File: src/rtl/clk_div_pkg.sv
// rtl/clk_div_pkg.sv - shared types and constants for the clock-divider controller
package clk_div_pkg;

  typedef enum logic [1:0] {
    STOP     = 2'd0,
    RUN      = 2'd1,
    STOPPING = 2'd2
  } state_e;

  localparam int MIN_DIV = 2;
  localparam int DIV_W   = 8;

  // Pending-ratio record; its width matches the default counter width.
  typedef struct packed {
    logic [DIV_W-1:0] div;
  } cfg_t;

endpackage

File: src/rtl/clk_div_core.sv
// rtl/clk_div_core.sv - period counter, ratio register and registered divided-clock outputs
module clk_div_core #(
  parameter int CNT_W       = 8,
  parameter int DEFAULT_DIV = 4
) (
  input  logic             clk,
  input  logic             rst,
  input  logic             run,
  input  logic             div_load,
  input  logic [CNT_W-1:0] div_val,
  output logic             wrap,
  output logic             divided_clk,
  output logic             tick
);

  logic [CNT_W-1:0] cnt_q, cnt_d;
  logic [CNT_W-1:0] div_q, div_d;
  logic             run_q, run_d;
  logic             dclk_q, dclk_d;
  logic             tick_q, tick_d;

  // div_q >= 2 always holds, so div_q-1 never underflows.
  assign wrap = run_q && (cnt_q == (div_q - CNT_W'(1)));

  always_comb begin
    run_d  = run;
    div_d  = div_load ? div_val : div_q;
    cnt_d  = '0;
    dclk_d = 1'b0;
    tick_d = 1'b0;
    if (run) begin
      if (run_q && !wrap) begin
        cnt_d = cnt_q + CNT_W'(1);
      end
      dclk_d = (cnt_d < (div_d >> 1));
      tick_d = (cnt_d == '0);
    end
  end

  always_ff @(posedge clk) begin
    if (rst) begin
      cnt_q  <= '0;
      div_q  <= CNT_W'(DEFAULT_DIV);
      run_q  <= 1'b0;
      dclk_q <= 1'b0;
      tick_q <= 1'b0;
    end else begin
      cnt_q  <= cnt_d;
      div_q  <= div_d;
      run_q  <= run_d;
      dclk_q <= dclk_d;
      tick_q <= tick_d;
    end
  end

  assign divided_clk = dclk_q;
  assign tick        = tick_q;

endmodule

File: src/rtl/clk_div_ctrl.sv
// rtl/clk_div_ctrl.sv - run/stop FSM and ratio handshake around the divider core
module clk_div_ctrl
  import clk_div_pkg::*;
#(
  parameter int CNT_W       = DIV_W,
  parameter int DEFAULT_DIV = 4
) (
  input  logic             clk,
  input  logic             rst,
  input  logic             en,
  input  logic             cfg_valid,
  input  logic [CNT_W-1:0] cfg_div,
  output logic             cfg_ready,
  output logic             cfg_err,
  output logic             divided_clk,
  output logic             tick,
  output logic             running
);

  state_e           state_q, state_d;
  logic             pend_q, pend_d;
  cfg_t             pend_cfg_q, pend_cfg_d;
  logic             cfg_err_q, cfg_err_d;
  logic             wrap;
  logic             xfer;
  logic             legal;
  logic             div_load;
  logic [CNT_W-1:0] div_val;

  assign cfg_ready = !pend_q;
  assign xfer      = cfg_valid && cfg_ready;
  assign legal     = (cfg_div >= CNT_W'(MIN_DIV));

  always_comb begin
    state_d    = state_q;
    pend_d     = pend_q;
    pend_cfg_d = pend_cfg_q;
    cfg_err_d  = xfer && !legal;
    div_load   = 1'b0;
    div_val    = CNT_W'(pend_cfg_q.div);

    unique case (state_q)
      STOP:     if (en) state_d = RUN;
      RUN:      if (!en) state_d = wrap ? STOP : STOPPING;
      STOPPING: begin
        if (en) begin
          state_d = RUN;
        end else if (wrap) begin
          state_d = STOP;
        end
      end
      default:  state_d = STOP;
    endcase

    // Ratios only change at a period boundary, or immediately while parked.
    if (state_q == STOP) begin
      if (xfer && legal) begin
        div_load = 1'b1;
        div_val  = cfg_div;
      end
    end else if (wrap) begin
      if (pend_q) begin
        div_load = 1'b1;
        pend_d   = 1'b0;
      end else if (xfer && legal) begin
        div_load = 1'b1;
        div_val  = cfg_div;
      end
    end else if (xfer && legal) begin
      pend_d         = 1'b1;
      pend_cfg_d.div = DIV_W'(cfg_div);
    end
  end

  always_ff @(posedge clk) begin
    if (rst) begin
      state_q    <= STOP;
      pend_q     <= 1'b0;
      pend_cfg_q <= '0;
      cfg_err_q  <= 1'b0;
    end else begin
      state_q    <= state_d;
      pend_q     <= pend_d;
      pend_cfg_q <= pend_cfg_d;
      cfg_err_q  <= cfg_err_d;
    end
  end

  clk_div_core #(
    .CNT_W      (CNT_W),
    .DEFAULT_DIV(DEFAULT_DIV)
  ) u_core (
    .clk        (clk),
    .rst        (rst),
    .run        (state_d != STOP),
    .div_load   (div_load),
    .div_val    (div_val),
    .wrap       (wrap),
    .divided_clk(divided_clk),
    .tick       (tick)
  );

  assign cfg_err = cfg_err_q;
  assign running = (state_q != STOP);

endmodule

File: config.mk
export PLATFORM = sky130hd
export DESIGN_NAME = clk_div_ctrl
export DESIGN_NICKNAME = d
export VERILOG_FILES = /design/src/rtl/clk_div_pkg.sv /design/src/rtl/clk_div_core.sv /design/src/rtl/clk_div_ctrl.sv
export SDC_FILE = /design/constraint.sdc
export NUM_CORES = 1
export LEC_CHECK = 0
export ABC_AREA = 0
export CAP_MARGIN = 25
export CORE_AREA = 8 8 64 71
export CTS_CLUSTER_SIZE = 30
export DETAILED_ROUTE_END_ITERATION = 12
export DIE_AREA = 0 0 72 79
export GPL_ROUTABILITY_DRIVEN = 0
export PLACE_DENSITY = 0.76
export SYNTH_ARGS = -nofsm -noshare
export SYNTH_HDL_FRONTEND = slang
export SYNTH_SLANG_ARGS = --single-unit
File: constraint.sdc
create_clock -name clk -period 3.96 [get_ports clk]
set_input_delay 1.188 -clock clk [delete_from_list [all_inputs] [get_ports clk]]
set_output_delay 1.188 -clock clk [all_outputs]
set_load 0.01 [all_outputs]
After elaboration in Yosys (flattened, before gate mapping)
Cells that the tools add are included.
Storage, ports and cells
  register bits after elaboration: 31
  latch bits: 0
  bits in writable memories: 0
  ROM bits: 0
  input bits: 12
  output and inout bits: 5
  word-level logic and storage cells: 55
  memories kept: 0
Operators by class
  $add $sub $neg: 2
  $mul: 0
  divide/modulo/power cells: 0
  order comparisons: 2
  equal/unequal tests: 3
  shift-type cells: 0
  mux-type cells: 19
  bitwise gates (word level): 3
  reductions and logical operators: 16
Operators by type and width (count)
  8-bit two-way mux: 7
  2-bit two-way mux: 5
  8-bit by 1-bit adder with 8-bit output, second input constant: 1
  8-bit equality test: 1
  8-bit by 2-bit greater-or-equal comparator with 1-bit output, second input constant: 1
  8-bit zero test: 1
  8-bit by 7-bit less-than comparator with 1-bit output: 1
  8-bit by 1-bit subtractor with 8-bit output, second input constant: 1
  1-bit two-way mux: 6
  2-bit one-hot mux with 3 select lines: 1
  2-bit nonzero test: 3
  1-bit logical AND: 5
  2-bit AND reduction: 2
  1-bit zero test: 3
  1-bit inverter: 3
  2-bit by 1-bit equality test with 1-bit output, second input constant: 1
  2-bit equality test, second input constant: 1
  2-bit zero test: 1
  2-bit OR reduction: 1

Longest topological paths before layout
  depth after elaboration: 9
  mapped depth: 16
  depth with buffers taken out: 15

By module
A second synthesis with hierarchy kept.
Unflattened totals
  cells, all modules: 205
  area total of the unflattened synthesis: 1960.6 sq um
Modules (own cells, without submodules)
  clk_div_core: instances 1, cells each 137, area an instance 1253.7 sq um, seq. area each 380.4 sq um
  clk_div_ctrl: instances 1, cells each 68, area an instance 706.9 sq um, seq. area each 240.2 sq um

Worst setup path before layout
OpenSTA, ideal clock, no wires.
  path kind: register to register
  start point: register u_core.div_q[0]
  end point: register u_core.dclk_q (netlist: u_core.divided_clk)
  setup time: 0.061 ns
  arrival: 3.077 ns
  required time: 3.899 ns
  slack: 0.822 ns
  stages on the path, launching flop included: 17
  path buffers: 2
  clock period less this slack: 3.138 ns
  cell sequence: dfxtp_1 buf_6 inv_1 ha_1 nor3b_1 a22oi_1 o211ai_1 a2111oi_4 a21o_2 clkbuf_1 nor2_1 ha_1 o21a_1 o2111ai_1 a21oi_1 o31ai_1 and4_1
On the way
  word-level cells in the longest chain between the ends: 9
  elaborated cells between the ends (all ways): 21
  classes of those cells: add/sub (1); order compare (1); eq/ne (1); mux (12); bitwise (1); reduce/logical (5)
Ends and longest elaborated chain
  start, declared: line clk_div_core.sv:17  | logic [CNT_W-1:0] div_q, div_d;
  start signal, assigned: line clk_div_core.sv:43  | div_q <= CNT_W'(DEFAULT_DIV);
  start signal, assigned: line clk_div_core.sv:49  | div_q <= div_d;
  8-bit by 1-bit subtractor with 8-bit output (*): line clk_div_core.sv:23  | assign wrap = run_q && (cnt_q == (div_q - CNT_W'(1)));
  8-bit equality test (*): line clk_div_core.sv:23
  1-bit logical AND (*): line clk_div_core.sv:23
  parallel branches: the longest is 6 deep, another holds 8-bit by 7-bit less-than comparator with 1-bit output
  end signal, assigned: line clk_div_core.sv:51  | dclk_q <= dclk_d;
  end, declared: line clk_div_core.sv:19  | logic dclk_q, dclk_d;
Every way passes the cells marked *. The select of a mux whose other input is x is not followed.
A chain may end at the register's enable or synchronous reset.

Final worst setup path
Same ends and word-level chain as after synthesis.

==> qor_table.md <==
| Stage | Result | This run |
|---|---|---|
| run status | Outcome | finished clean |
| setup path | Family of cells with the greatest summed delay on the critical path | compound AO/OA/AOI/OAI gates |
| synthesis | Post-synthesis cell area | 1810 um2 |
| sta | Worst-case setup margin in the final layout | 0.401 ns |
| routing | Via Count | 1,576 |
| sta | Period utilisation layout | 0.899 |
| global routing | First-pass GRT wire length | 6580 um |
| routing | DRT Pass-1 Iters | 4 |
| sta | Final count of negative-setup-slack endpoints | 0 |
| global routing | Overall overflow remaining after global route | 0 |
| clocking | Post-CTS sizing | 0 |
| die | Width of the die | 72 um |
| global routing | Global-route usage over all layers | 0.145 |
| sta | Fin. max-slew vios | 0 |
| setup path | CP arrival | 3.78 ns |
| sta | Achievable Freq | 281 MHz |
| die | Starting density of the core | 0.519 |
| clocking | TritonCTS clock tree | yes |
| setup path | R2R cell count | 14 |
| synthesis | Leading register cell type out of synthesis | dfxtp_1 |
| synthesis | Mean cell area of the mapped netlist | 8.61 um2 |
| hold path | Worst hold path startpoint | pend_cfg_q[5] |
| die | Total Die Area | 5690 um2 |
| sta | Post-route clock skew | 0.00356 ns |
| die | Boundary pin count | 17 |
| hold path | End point of the most critical hold path | pend_cfg_q[5] |
| sta | Hold violation total from the final report | 0 |
| layout | Fill cell count | 322 |
| pwr | Peak supply drop | 0.225 mV |
| sta | Slew at the pin with the worst max-slew slack | 0.727 ns |
| setup path | Type of the worst setup path | flip-flop to flip-flop |
| sta | Clock period minus worst slack | 3.56 ns |
| die | Die Span Y | 79 um |
| clocking | Deepest level of the CTS H-tree | 2 |
| place | I/O Buffers | 16 |
| clocking | Insertion delay to the later sink of the worst-skew pair | 0.28 ns |
| clocking | Library cell used as clock root buffer | clkbuf_8 |
| synthesis | Largest area contributor in the netlist | dfxtp_1 |
| synthesis | Number of instances in the synthesized netlist | 210 |
| synthesis | Area fraction of the dominant cell type after synthesis | 0.343 |
| clocking | Number of sinks on the clock net | 31 |
| synthesis | Commonest cells in the netlist | 31 x dfxtp_1, 31 x nor2_1, 14 x nor3_1 |
| synthesis | Cell types with the largest area share after synthesis | dfxtp_1 34%, nor2_1 6.4%, xnor2_1 5.8% |
| synthesis | Post-synth ARST share | 0 |
| setup path | Maximum single-stage delay on the critical path | 0.53 ns |
| place | Post-DP HPWL | 3090 um |
| clocking | Buffer count from post-CTS setup fixing | 0 |
| global routing | Maximum number of pins on one net before global-route repair | 21 |
| layout | Fraction of final layout cells with drive strength greater than 1 | 0.0789 |
| job | Max_cap viols | 0 |
| global routing | Number of global-route vias before repair | 1,483 |
| setup path | Peak fanout along the critical path | 10 |
| pwr | Static Leakage | 0.000758 uW |
| layout | Ant. Diodes | 0 |
| hold path | Number of cells on the worst hold path | 2 |
| place | DP Worst Slack | 0.314 ns |
| layout | Post-synthesis to final-layout area growth | 15.8% |
| sta | Final TNS setup | 0 ns |
| synthesis | Distinct cell type count of the synthesized netlist | 51 |
| synthesis | Count of warnings emitted by yosys | 0 |
| synthesis | Number of flip-flops and latches in the synthesized netlist | 31 |
| routing | Total Routed Length | 4020 um |
| setup path | Buffers and inverters on the worst path | 1 |
| clocking | CTS Buffer Depth | 2 |
| layout | Fraction of the core area covered by cells at the end of the flow | 0.602 |
| sta | Worst-case headroom to the max-slew limit | 0.514 |
| die | Row Count | 23 |
| routing | ANT nets after route | 0 |
| layout | Cell area after layout | 2090 um2 |
| routing | Remaining design rule violation count | 0 |
| setup path | Critical path, cell by cell | inv_1, ha_1, or4_1, mux2i_1, o21ai_1, a21oi_1, a21oi_2, a21oi_2, o22ai_1, ha_1, nor3_1, o31ai_1, o31ai_1, and4_1 |
| synthesis | Sequential fraction of the synthesis area | 0.343 |
| clocking | Clock slew at the register clock pins of the worst setup and hold paths | 0.07 ns |
| layout | Nets | 247 |
| setup path | R2r startpoint | u_core.div_q[0] |
| routing | Number of DRC markers after the initial detailed-route iteration | 47 |
| sta | Tightest hold margin | 0.497 ns |
| setup path | Critical register-to-register path endpoint | u_core.divided_clk |
| synthesis | Mapped Nets | 230 |
| hold path | HP Class | flip-flop to flip-flop |
| place | Area of placed instances | 1990 um2 |
| clocking | CTS Buf Count | 5 |
| setup path | Cell with the largest stage delay on the worst path | or4_1 |
| die | Core Footprint | 3480 um2 |
| routing | Routed len/inst | 14.5 um |
| setup path | Worst setup slack for register-to-register paths | 0.40 ns |
| synthesis | Count of flip-flops with a built-in enable after synthesis | 0 |
| global routing | Number of antenna violations at the first check in global routing | 0 |
| pwr | Power per standard cell area | 367 nW/um2 |
| sta | RSZ-0062 raised after global routing | false |
| clocking | CTS Hold Buffers Added | 0 |
| setup path | Data required time at the worst endpoint | 4.18 ns |
| routing | Routed via count divided by cell count | 5.67 |
| setup path | Worst setup EP type | flip-flop |
| setup path | Worst Setup Start Kind | flip-flop |
-- cells in the final DEF, fill, tap and decap left out, types with 5 or more instances in the layout --
cell type	count
xnor2_1	12
clkdlybuf4s50_1	16
o22ai_1	5
dfxtp_1	31
nor2_1	31
inv_1	9
a21oi_1	6
nand2_1	12
mux2i_1	8
ha_1	8
nor3_1	14
clkbuf_8	7
o22a_1	6
-- worst max path at each step --
stage | endpoint | startpoint | cells past startpoint
5_1_grt | u_core.divided_clk | u_core.div_q[0] | 15
3_5_place_dp | u_core.divided_clk | cfg_div[4] | 11
2_1_floorplan | u_core.divided_clk | u_core.div_q[0] | 16
3_3_place_gp | u_core.divided_clk | cfg_div[4] | 12
4_1_cts | u_core.divided_clk | u_core.div_q[0] | 15
6_report | u_core.divided_clk | u_core.div_q[0] | 14
-- layer usage --
layer  share of wire  vias to the layer above  global-route usage
met5               0                        -                   0
met4           0.011                        0              0.0429
met3           0.057                        6              0.0491
met2            0.47                       27               0.249
met1            0.46                      746               0.166
li1                -                      797                   -
-- sequential cells by signal, indices dropped and copies added, names as in the netlist --
name and count:
pend_cfg_q 8, u_core.run_q 1, u_core.div_q 8, pend_q 1
u_core.cnt_q 8, u_core.divided_clk 1, state_q 2, u_core.tick 1
cfg_err 1
-- cell families (layout without fill, tap and decap cells) --
| logic type | after synthesis | in the layout | synth area share |
|---|---|---|---|
| AO/OA/AOI/OAI | 48 | 48 | 0.206 |
| XOR/XNOR | 16 | 16 | 0.0817 |
| adder cells (fa/ha/maj) | 8 | 8 | 0.0554 |
| buffers and inverters | 19 | 37 | 0.0512 |
| flip-flops | 31 | 31 | 0.343 |
| multiplexers | 8 | 8 | 0.0443 |
| AND/OR/NAND/NOR | 80 | 80 | 0.219 |
-- tightest hold or removal path, cell delays in order, from the launching register on --
cell and delay (ns):
dfxtp_1 0.33, mux2i_1 0.06, nor2_1 0.07
-- area by class of cell --
cell class | instances | area (um2) | area share
inverters | 11 | 41.3 | 0.0197
multi-input cells | 160 | 1090 | 0.523
flip-flops and latches | 31 | 621 | 0.296
well taps | 50 | 62.6 | 0.0299
repair buffers | 18 | 175 | 0.0836
clock buffers | 8 | 100 | 0.0478
-- where the power goes --
| group | total (uW) | switching, uW | internal [uW] | leakage, uW |
|---|---|---|---|---|
| combinational | 148 | 79.6 | 68.0 | 0.000453 |
| sequential | 346 | 18.2 | 328 | 0.000254 |
| clock | 274 | 115 | 158 | 0.0000515 |
-- per-stage QoR --
step / power, uW / std cells
6_report: 768 / 278
5_1_grt: 809 / 278
4_1_cts: 773 / 278
3_5_place_dp: 501 / 270
3_3_place_gp: 498 / 270
2_1_floorplan: 455 / 210
No activity file was read; power rests on OpenSTA's default activity.
